**config.mk**
```make
export PLATFORM = sky130hd
export DESIGN_NAME = seg_capture_decoder
export DESIGN_NICKNAME = d
export VERILOG_FILES = /design/src/rtl/seg_capture_decoder.sv
export SDC_FILE = /design/constraint.sdc
export NUM_CORES = 1
export LEC_CHECK = 0
export BUFFER_PORTS_ARGS = -buffer_cell sky130_fd_sc_hd__buf_2
export CAP_MARGIN = 20
export CORE_MARGIN = 5
export CORE_UTILIZATION = 45
export CTS_BUF_LIST = sky130_fd_sc_hd__clkbuf_16
export DETAILED_ROUTE_END_ITERATION = 8
export GPL_TIMING_DRIVEN = 0
export REMOVE_ABC_BUFFERS = 1
export SLEW_MARGIN = 10
export SYNTH_ARGS = -nofsm -noshare
export SYNTH_HDL_FRONTEND = slang
export SYNTH_SLANG_ARGS = --single-unit
```
**constraint.sdc**
```tcl
create_clock -name clk -period 9.2 [get_ports clk]
set_input_delay 1.84 -clock clk [delete_from_list [all_inputs] [get_ports clk]]
set_output_delay 1.84 -clock clk [all_outputs]
set_load 0.02 [all_outputs]
```
**src/rtl/seg_capture_decoder.sv**
```systemverilog
// Display monitor: samples the multiplexed active-low 7-segment bus and anodes,
// waits for a stable pattern per digit, and decodes it back to a 4-bit code.
module seg_capture_decoder #(
    parameter int unsigned STABLE_CNT = 4,
    parameter int unsigned TIMEOUT    = 65535
) (
    input  logic        clk,
    input  logic        reset,
    input  logic [1:7]  seginvert,
    input  logic [3:0]  an,
    output logic [15:0] codes,
    output logic [3:0]  valid,
    output logic        update,
    output logic        err,
    output logic [1:0]  err_digit
);

    localparam logic [3:0]  RUN_LAST = 4'(STABLE_CNT - 1);
    localparam logic [15:0] TO_LIMIT = 16'(TIMEOUT);

    typedef enum logic [1:0] {
        S_IDLE,
        S_TRACK,
        S_LATCHED
    } state_t;

    state_t      r_state;
    logic [1:7]  r_seg_smp;
    logic [3:0]  r_an_smp;
    logic [1:7]  r_prev_seg;
    logic [3:0]  r_prev_an;
    logic [3:0]  r_run;
    logic        r_update;
    logic        r_err;
    logic [1:0]  r_err_digit;
    logic [15:0] r_codes;
    logic [3:0]  r_valid;
    logic [15:0] r_refresh [4];

    logic [1:7]  w_seg;
    logic        w_legal;
    logic [1:0]  w_digit;
    logic        w_same;
    logic        w_glyph_ok;
    logic [3:0]  w_code;
    logic        w_latch;

    assign w_seg  = ~r_seg_smp;
    assign w_same = (r_seg_smp == r_prev_seg) && (r_an_smp == r_prev_an);

    always_comb begin
        w_legal = 1'b1;
        w_digit = 2'd0;
        case (r_an_smp)
            4'b1110: w_digit = 2'd0;
            4'b1101: w_digit = 2'd1;
            4'b1011: w_digit = 2'd2;
            4'b0111: w_digit = 2'd3;
            default: w_legal = 1'b0;
        endcase
    end

    always_comb begin
        w_glyph_ok = 1'b1;
        w_code     = 4'h0;
        case (w_seg)
            7'b1111110: w_code = 4'h0;
            7'b0110000: w_code = 4'h1;
            7'b1101101: w_code = 4'h2;
            7'b1111001: w_code = 4'h3;
            7'b0110011: w_code = 4'h4;
            7'b1011011: w_code = 4'h5;
            7'b1011111: w_code = 4'h6;
            7'b1110000: w_code = 4'h7;
            7'b1111111: w_code = 4'h8;
            7'b1111011: w_code = 4'h9;
            7'b1110111: w_code = 4'hA;
            7'b0111110: w_code = 4'hB;
            7'b0001110: w_code = 4'hC;
            7'b0000000: w_code = 4'hF;
            default:    w_glyph_ok = 1'b0;
        endcase
    end

    // The run counter is incremented on the same edge that reaches STABLE_CNT,
    // so the latch fires when the previous count is STABLE_CNT-1.
    assign w_latch = (r_state == S_TRACK) && w_legal && w_same && (r_run == RUN_LAST);

    always_ff @(posedge clk or posedge reset) begin
        if (reset) begin
            r_seg_smp <= '1;
            r_an_smp  <= '1;
        end else begin
            r_seg_smp <= seginvert;
            r_an_smp  <= an;
        end
    end

    always_ff @(posedge clk or posedge reset) begin
        if (reset) begin
            r_state     <= S_IDLE;
            r_prev_seg  <= '1;
            r_prev_an   <= '1;
            r_run       <= '0;
            r_update    <= 1'b0;
            r_err       <= 1'b0;
            r_err_digit <= '0;
        end else begin
            r_update <= 1'b0;
            r_err    <= 1'b0;
            case (r_state)
                S_IDLE: begin
                    if (w_legal) begin
                        r_state    <= S_TRACK;
                        r_run      <= 4'd1;
                        r_prev_seg <= r_seg_smp;
                        r_prev_an  <= r_an_smp;
                    end
                end
                S_TRACK: begin
                    if (!w_legal) begin
                        r_state <= S_IDLE;
                        r_run   <= '0;
                    end else if (!w_same) begin
                        r_run      <= 4'd1;
                        r_prev_seg <= r_seg_smp;
                        r_prev_an  <= r_an_smp;
                    end else if (w_latch) begin
                        r_run   <= r_run + 4'd1;
                        r_state <= S_LATCHED;
                        if (w_glyph_ok) begin
                            r_update <= 1'b1;
                        end else begin
                            r_err       <= 1'b1;
                            r_err_digit <= w_digit;
                        end
                    end else begin
                        r_run <= r_run + 4'd1;
                    end
                end
                S_LATCHED: begin
                    if (!w_legal) begin
                        r_state <= S_IDLE;
                        r_run   <= '0;
                    end else if (!w_same) begin
                        r_state    <= S_TRACK;
                        r_run      <= 4'd1;
                        r_prev_seg <= r_seg_smp;
                        r_prev_an  <= r_an_smp;
                    end
                end
                default: begin
                    r_state <= S_IDLE;
                    r_run   <= '0;
                end
            endcase
        end
    end

    // Per-digit code/valid and saturating refresh counters; a latch wins over timeout.
    always_ff @(posedge clk or posedge reset) begin
        if (reset) begin
            r_codes <= '0;
            r_valid <= '0;
            for (int unsigned i = 0; i < 4; i++) begin
                r_refresh[i] <= '0;
            end
        end else begin
            for (int unsigned i = 0; i < 4; i++) begin
                if (w_latch && w_glyph_ok && (w_digit == 2'(i))) begin
                    r_codes[4*i +: 4] <= w_code;
                    r_valid[i]        <= 1'b1;
                    r_refresh[i]      <= '0;
                end else if (r_refresh[i] != TO_LIMIT) begin
                    r_refresh[i] <= r_refresh[i] + 16'd1;
                    if (r_refresh[i] + 16'd1 == TO_LIMIT) begin
                        r_valid[i] <= 1'b0;
                    end
                end
            end
        end
    end

    assign codes     = r_codes;
    assign valid     = r_valid;
    assign update    = r_update;
    assign err       = r_err;
    assign err_digit = r_err_digit;

endmodule

```
### Word level (Yosys, flattened, before mapping)

Index checks and enable logic that the tools add are counted.
Widths: inputs -> output; s select.

* add/sub/neg operators: 5
* equal/unequal tests: 39
* multiplexer cells: 55
* bitwise logic cells: 2
* reductions and logical operators: 32

Operators with widths (number)
* $mux 16: 8
* $add 16x1->16 const B: 4
* $eq 16x16->1 const B: 4
* $ne 16x16->1 const B: 4
* $eq 7x7->1 const B: 9
* $pmux 4 s13: 1
* $mux 4: 8
* $mux 1: 24
* $eq 7x6->1 const B: 3
* $mux 7: 3
* $reduce_bool 2->1: 9
* $pmux 7 s2: 1
* $reduce_or 14->1: 1
* $eq 4x4->1 const B: 3
* $mux 2: 6
* $pmux 2 s3: 2
* $pmux 4 s3: 1
* $reduce_and 2->1: 5
* $logic_and 1x1->1: 9
* $ne 3x3->1 const B: 3
* $pmux 4 s2: 1
* $reduce_and 4->1: 2
* $eq 7x4->1 const B: 1
* $eq 7x7->1: 1
* other kinds (15): 20

* register bits: 116
* logic and storage cells: 154

### Longest topological paths before layout

* depth in word-level cells: 10
* depth in mapped cells: 9
* depth with buffers taken out: 7

### Worst setup path after synthesis

Ideal clock, no wire load.

* path type: reg-to-reg
* from: reg r_seg_smp[1] (netlist name)
* to: reg r_codes[8] (netlist: codes[8])
* setup time: 0.125 ns
* arrival time: 2.335 ns
* path slack: 6.739 ns
* cell stages (with the launch flop): 9
* buffers on the path: 2
* clock period less this slack: 2.461 ns
* cell sequence: dfstp_2 > buf_2 > xnor2_2 > nand4_1 > nor3_4 > o2111ai_4 > nor4b_4 > buf_6 > mux2_4

* word-level cells in the longest chain between the ends: 6
* elaborated cells on any way between the ends: 24
* classes of those cells: eq/ne (14); mux (2); bitwise (1); reduce/logical (7)

Ends and longest elaborated chain
* start: declaration: line 28 `logic [1:7] r_seg_smp;`
* start signal: assignment: line 94 `r_seg_smp <= seginvert;`
* $not 7->7 / $eq 7x7->1 (equally long branches): line 48, 49
* $eq 7x4->1, or another cell as far along: line 66 `case (w_seg)`
* $reduce_or 14->1 (no line) / $logic_and 1x1->1 (equally long branches)
* $mux 1 / $logic_and 1x1->1 (equally long branches): line 66, 87
* $logic_and 1x1->1 (2 in series): line 170 `if (w_latch && w_glyph_ok && (w_digit == 2'(i))) begin`
* end signal: indexed assignment: line 171 `r_codes[4*i +: 4] <= w_code;`
* end: declaration: line 36 `logic [15:0] r_codes;`

Parallel ways exist; a longest one is shown, timed or not.
A chain may end at the register's enable or synchronous reset.

### Worst setup path in the final report

* from: reg r_seg_smp[1] (netlist name)
* to: reg r_codes[14] (netlist: codes[14])

The elaborated chain is that of the path after synthesis.

==> reports/metrics.cfg <==
[logic_synthesis]
synthArstFlopShare_pct=100
muxShareOfSynthArea_pct=6.06
ys_seq_elements=116
synth_edf_count=0
yosys-top-cells-area=dfrtp_1, dfstp_2, xnor2_1
synthesis.area_sq_mm=0.00655
ys_seq_area_share_pct=44.7
synth_commonest_cells=dfrtp_1, nor2_1, a21oi_1, nand3_1, xnor2_1
synth_fa_ha_area_share_pct=2.48
ys.flop_type=dfrtp_1
synth_compound_area_share_pct=11.3
synth_top_family_by_area=simple AND/OR/NAND/NOR gates
yosys.area.top_type=dfrtp_1
syn_area_per_cell_sq_um=9.66
yosysUniqueCellTypes=66
synthXorXnorAreaFrac_pct=8.27
synth_top_area_share_pct=35.9
yosysWarnings=0
synth-simple-area-share_pct=22.9
synth.most_common_cell=dfrtp_1
syn_inst=678

[power]
switching_power_w=0.000334
leakagePower_nw=3.19
power_frac_clock_pct=45.1
power.density_mw_per_mm2=185
power.internal_w=0.00103
pwr-share-seq_pct=43.6
ir_drop_v=0.000129
p_comb_share_pct=11.3
p_sw_share_pct=24.4

[place]
post-place-ws_ns=6.05
io_buffers=36
dp.cells=862
place_congestion=0.845
hpwl_mm=9.42

[status]
outcome=finished, final reports clean

[timing]
worst_slack_ns=6.13
grt_setup_unrepaired=false
fin_skew_ns=0.0117
worstMarginPinSlew_ns=1.01
slew_viol_final=0
tns_ns=0
setup_violations=0
finalCritPeriodShare_pct=33.4
max_slew_margin_pct=32.1
fmax_mhz=326
fin_crit_ns=3.07
hold_viol_final=0

[routing]
drc_errors=0
vias=4992
routed_wl_mm=13.6
first_pass_iters=5
drtIter0Drc=328
via_per_inst=5.58
ant_nets=0
wl_per_cell_um=15.2

[cts]
clk_latency_ns=0.42
h-tree-depth=4
cts_setup_buffers=0
cts_buffer_depth=2
clockRootBuffer=clkbuf_16
clkTransAtPathRegs_ns=0.05
cts_tree=done
ctsHoldBuffers=0
ctsResizeCount=0
clkSinkCount=116
numCtsBuffers=17

[global_routing]
antenna_found_initial=0
use_met1_pct=22.6
grt_pass1_wl_mm=23.0
globalRouteMet2Util_pct=26.9
grtUsageMet3_pct=3.54
grt_max_degree=93
grt_pass1_vias=4759
overflow=0
track_usage_pct=16.9
grt_busiest_layer=met2

[flow_run]
drv_cap=0

[hold_path]
hold_depth=1
hold_path.class=flop to flop
hold_start=codes[0]
hold_end=codes[0]

[floorplan]
io_pins=37
die_h_um=131
num_rows=44
die_area_sq_mm=0.0171
initial_core_util_pct=45.4
die_x_um=131
coreArea_sq_mm=0.0144

[critical_path]
setup.reg_to_reg.worst_slack_ns=6.13
cp.required_ns=9.50
rr_startpoint=r_seg_smp[1]
worstSetupPathType=flop to flop
ff2ff_path_depth=7
worst-path-max-fanout=12
cp.arrival_ns=3.37
worst_setup_path_end_kind=flop
startpoint_type=flop
r2r-end=codes[14]

[finish]
layout-drive-gt1-share_pct=18.8
finalNonFillerCells=895
fill_cells=1313
antennaDiodeCount=0
utilization_pct=51.2
syn2layout_area_growth_pct=12.7
fin_nets=724

flip-flops by register name (all words and copies together) (netlist names):
| signal | flops |
|---|---|
| r_prev_seg | 7 |
| r_an_smp | 4 |
| err_digit | 2 |
| update | 1 |
| r_seg_smp | 7 |
| r_refresh | 64 |
| r_state | 2 |
| r_run | 4 |
| valid | 4 |
| r_prev_an | 4 |
| codes | 16 |
| err | 1 |
how the worst max path moves through the flow:
stage,start,endpoint,slack (ns),depth (start not counted)
after floorplan,reset,codes[0],4.32,1
after global placement,reset,r_refresh[24],3.00,2
after detailed placement,r_seg_smp[1],codes[3],6.05,6
after CTS,r_seg_smp[1],codes[1],6.04,6
after global routing,r_seg_smp[7],codes[14],5.93,7
final,r_seg_smp[1],codes[14],6.13,7
stage by stage:
step / hold slack, ns / area (sq um) / total power (W)
4_1_cts: 0.489 / 7370 / 0.00138
2_1_floorplan: 0.511 / 6340 / 0.000726
3_5_place_dp: 0.477 / 6820 / 0.000759
5_1_grt: 0.497 / 7380 / 0.00143
3_3_place_gp: 0.465 / 6750 / 0.000752
6_report: 0.481 / 7380 / 0.00137
routing by layer:
metal	vias up	part of all wire, %	wire length [um]
met1	2427	46	6300
met3	13	4.3	583
li1	2456	-	-
met5	-	0	0
met2	96	48	6500
met4	0	1.5	206
cell usage in the layout (no fill, tap or decap), types with 16 or more instances in the layout:
cell / instances
a21oi_1: 44
buf_2: 36
clkbuf_16: 17
dfrtp_1: 94
dfstp_2: 22
inv_1: 20
mux2_2: 28
nand2_1: 36
nand3_1: 44
nand4_1: 19
nor2_1: 79
nor3_1: 19
o21ai_0: 16
xnor2_1: 40
xor2_1: 20
cell type report:
| cell class | instances | area (sq um) | area share [%] |
|---|---|---|---|
| clock buffer | 17 | 425 | 5.77 |
| clock inverter | 15 | 126 | 1.71 |
| inverter | 18 | 72.6 | 0.984 |
| multi-input combinational | 504 | 3340 | 45.3 |
| sequential | 116 | 2930 | 39.7 |
| tap | 184 | 230 | 3.12 |
| timing repair buffer | 41 | 253 | 3.43 |
power groups by stage:
stage                     Combinational (W)  Sequential (W)  Clock, W
final                              0.000155        0.000596  0.000616
after CTS                          0.000157        0.000595  0.000631
after floorplan                    0.000129        0.000597         0
after detailed placement           0.000155        0.000604         0
after global placement             0.000150        0.000602         0
after global routing               0.000176        0.000599  0.000654
worst max-delay path, cell delays in order (launching register included):
cell and delay [ns]:
dfstp_2 0.66, or4b_4 0.51, nor3_2 0.11, a211o_1 0.22
o2111ai_4 0.24, nor4_4 0.63, buf_6 0.24, mux2_2 0.34
kinds of logic (layout without fill, tap and decap cells):
| kind of cell | Yosys count | after routing |
|---|---|---|
| fa+ha+maj | 13 | 13 |
| buf+inv | 58 | 91 |
| flops | 116 | 116 |
| xor+xnor | 61 | 61 |
| compound gates | 115 | 115 |
| mux | 35 | 35 |
| simple gates | 280 | 280 |
(Power assumes the default switching activity.)
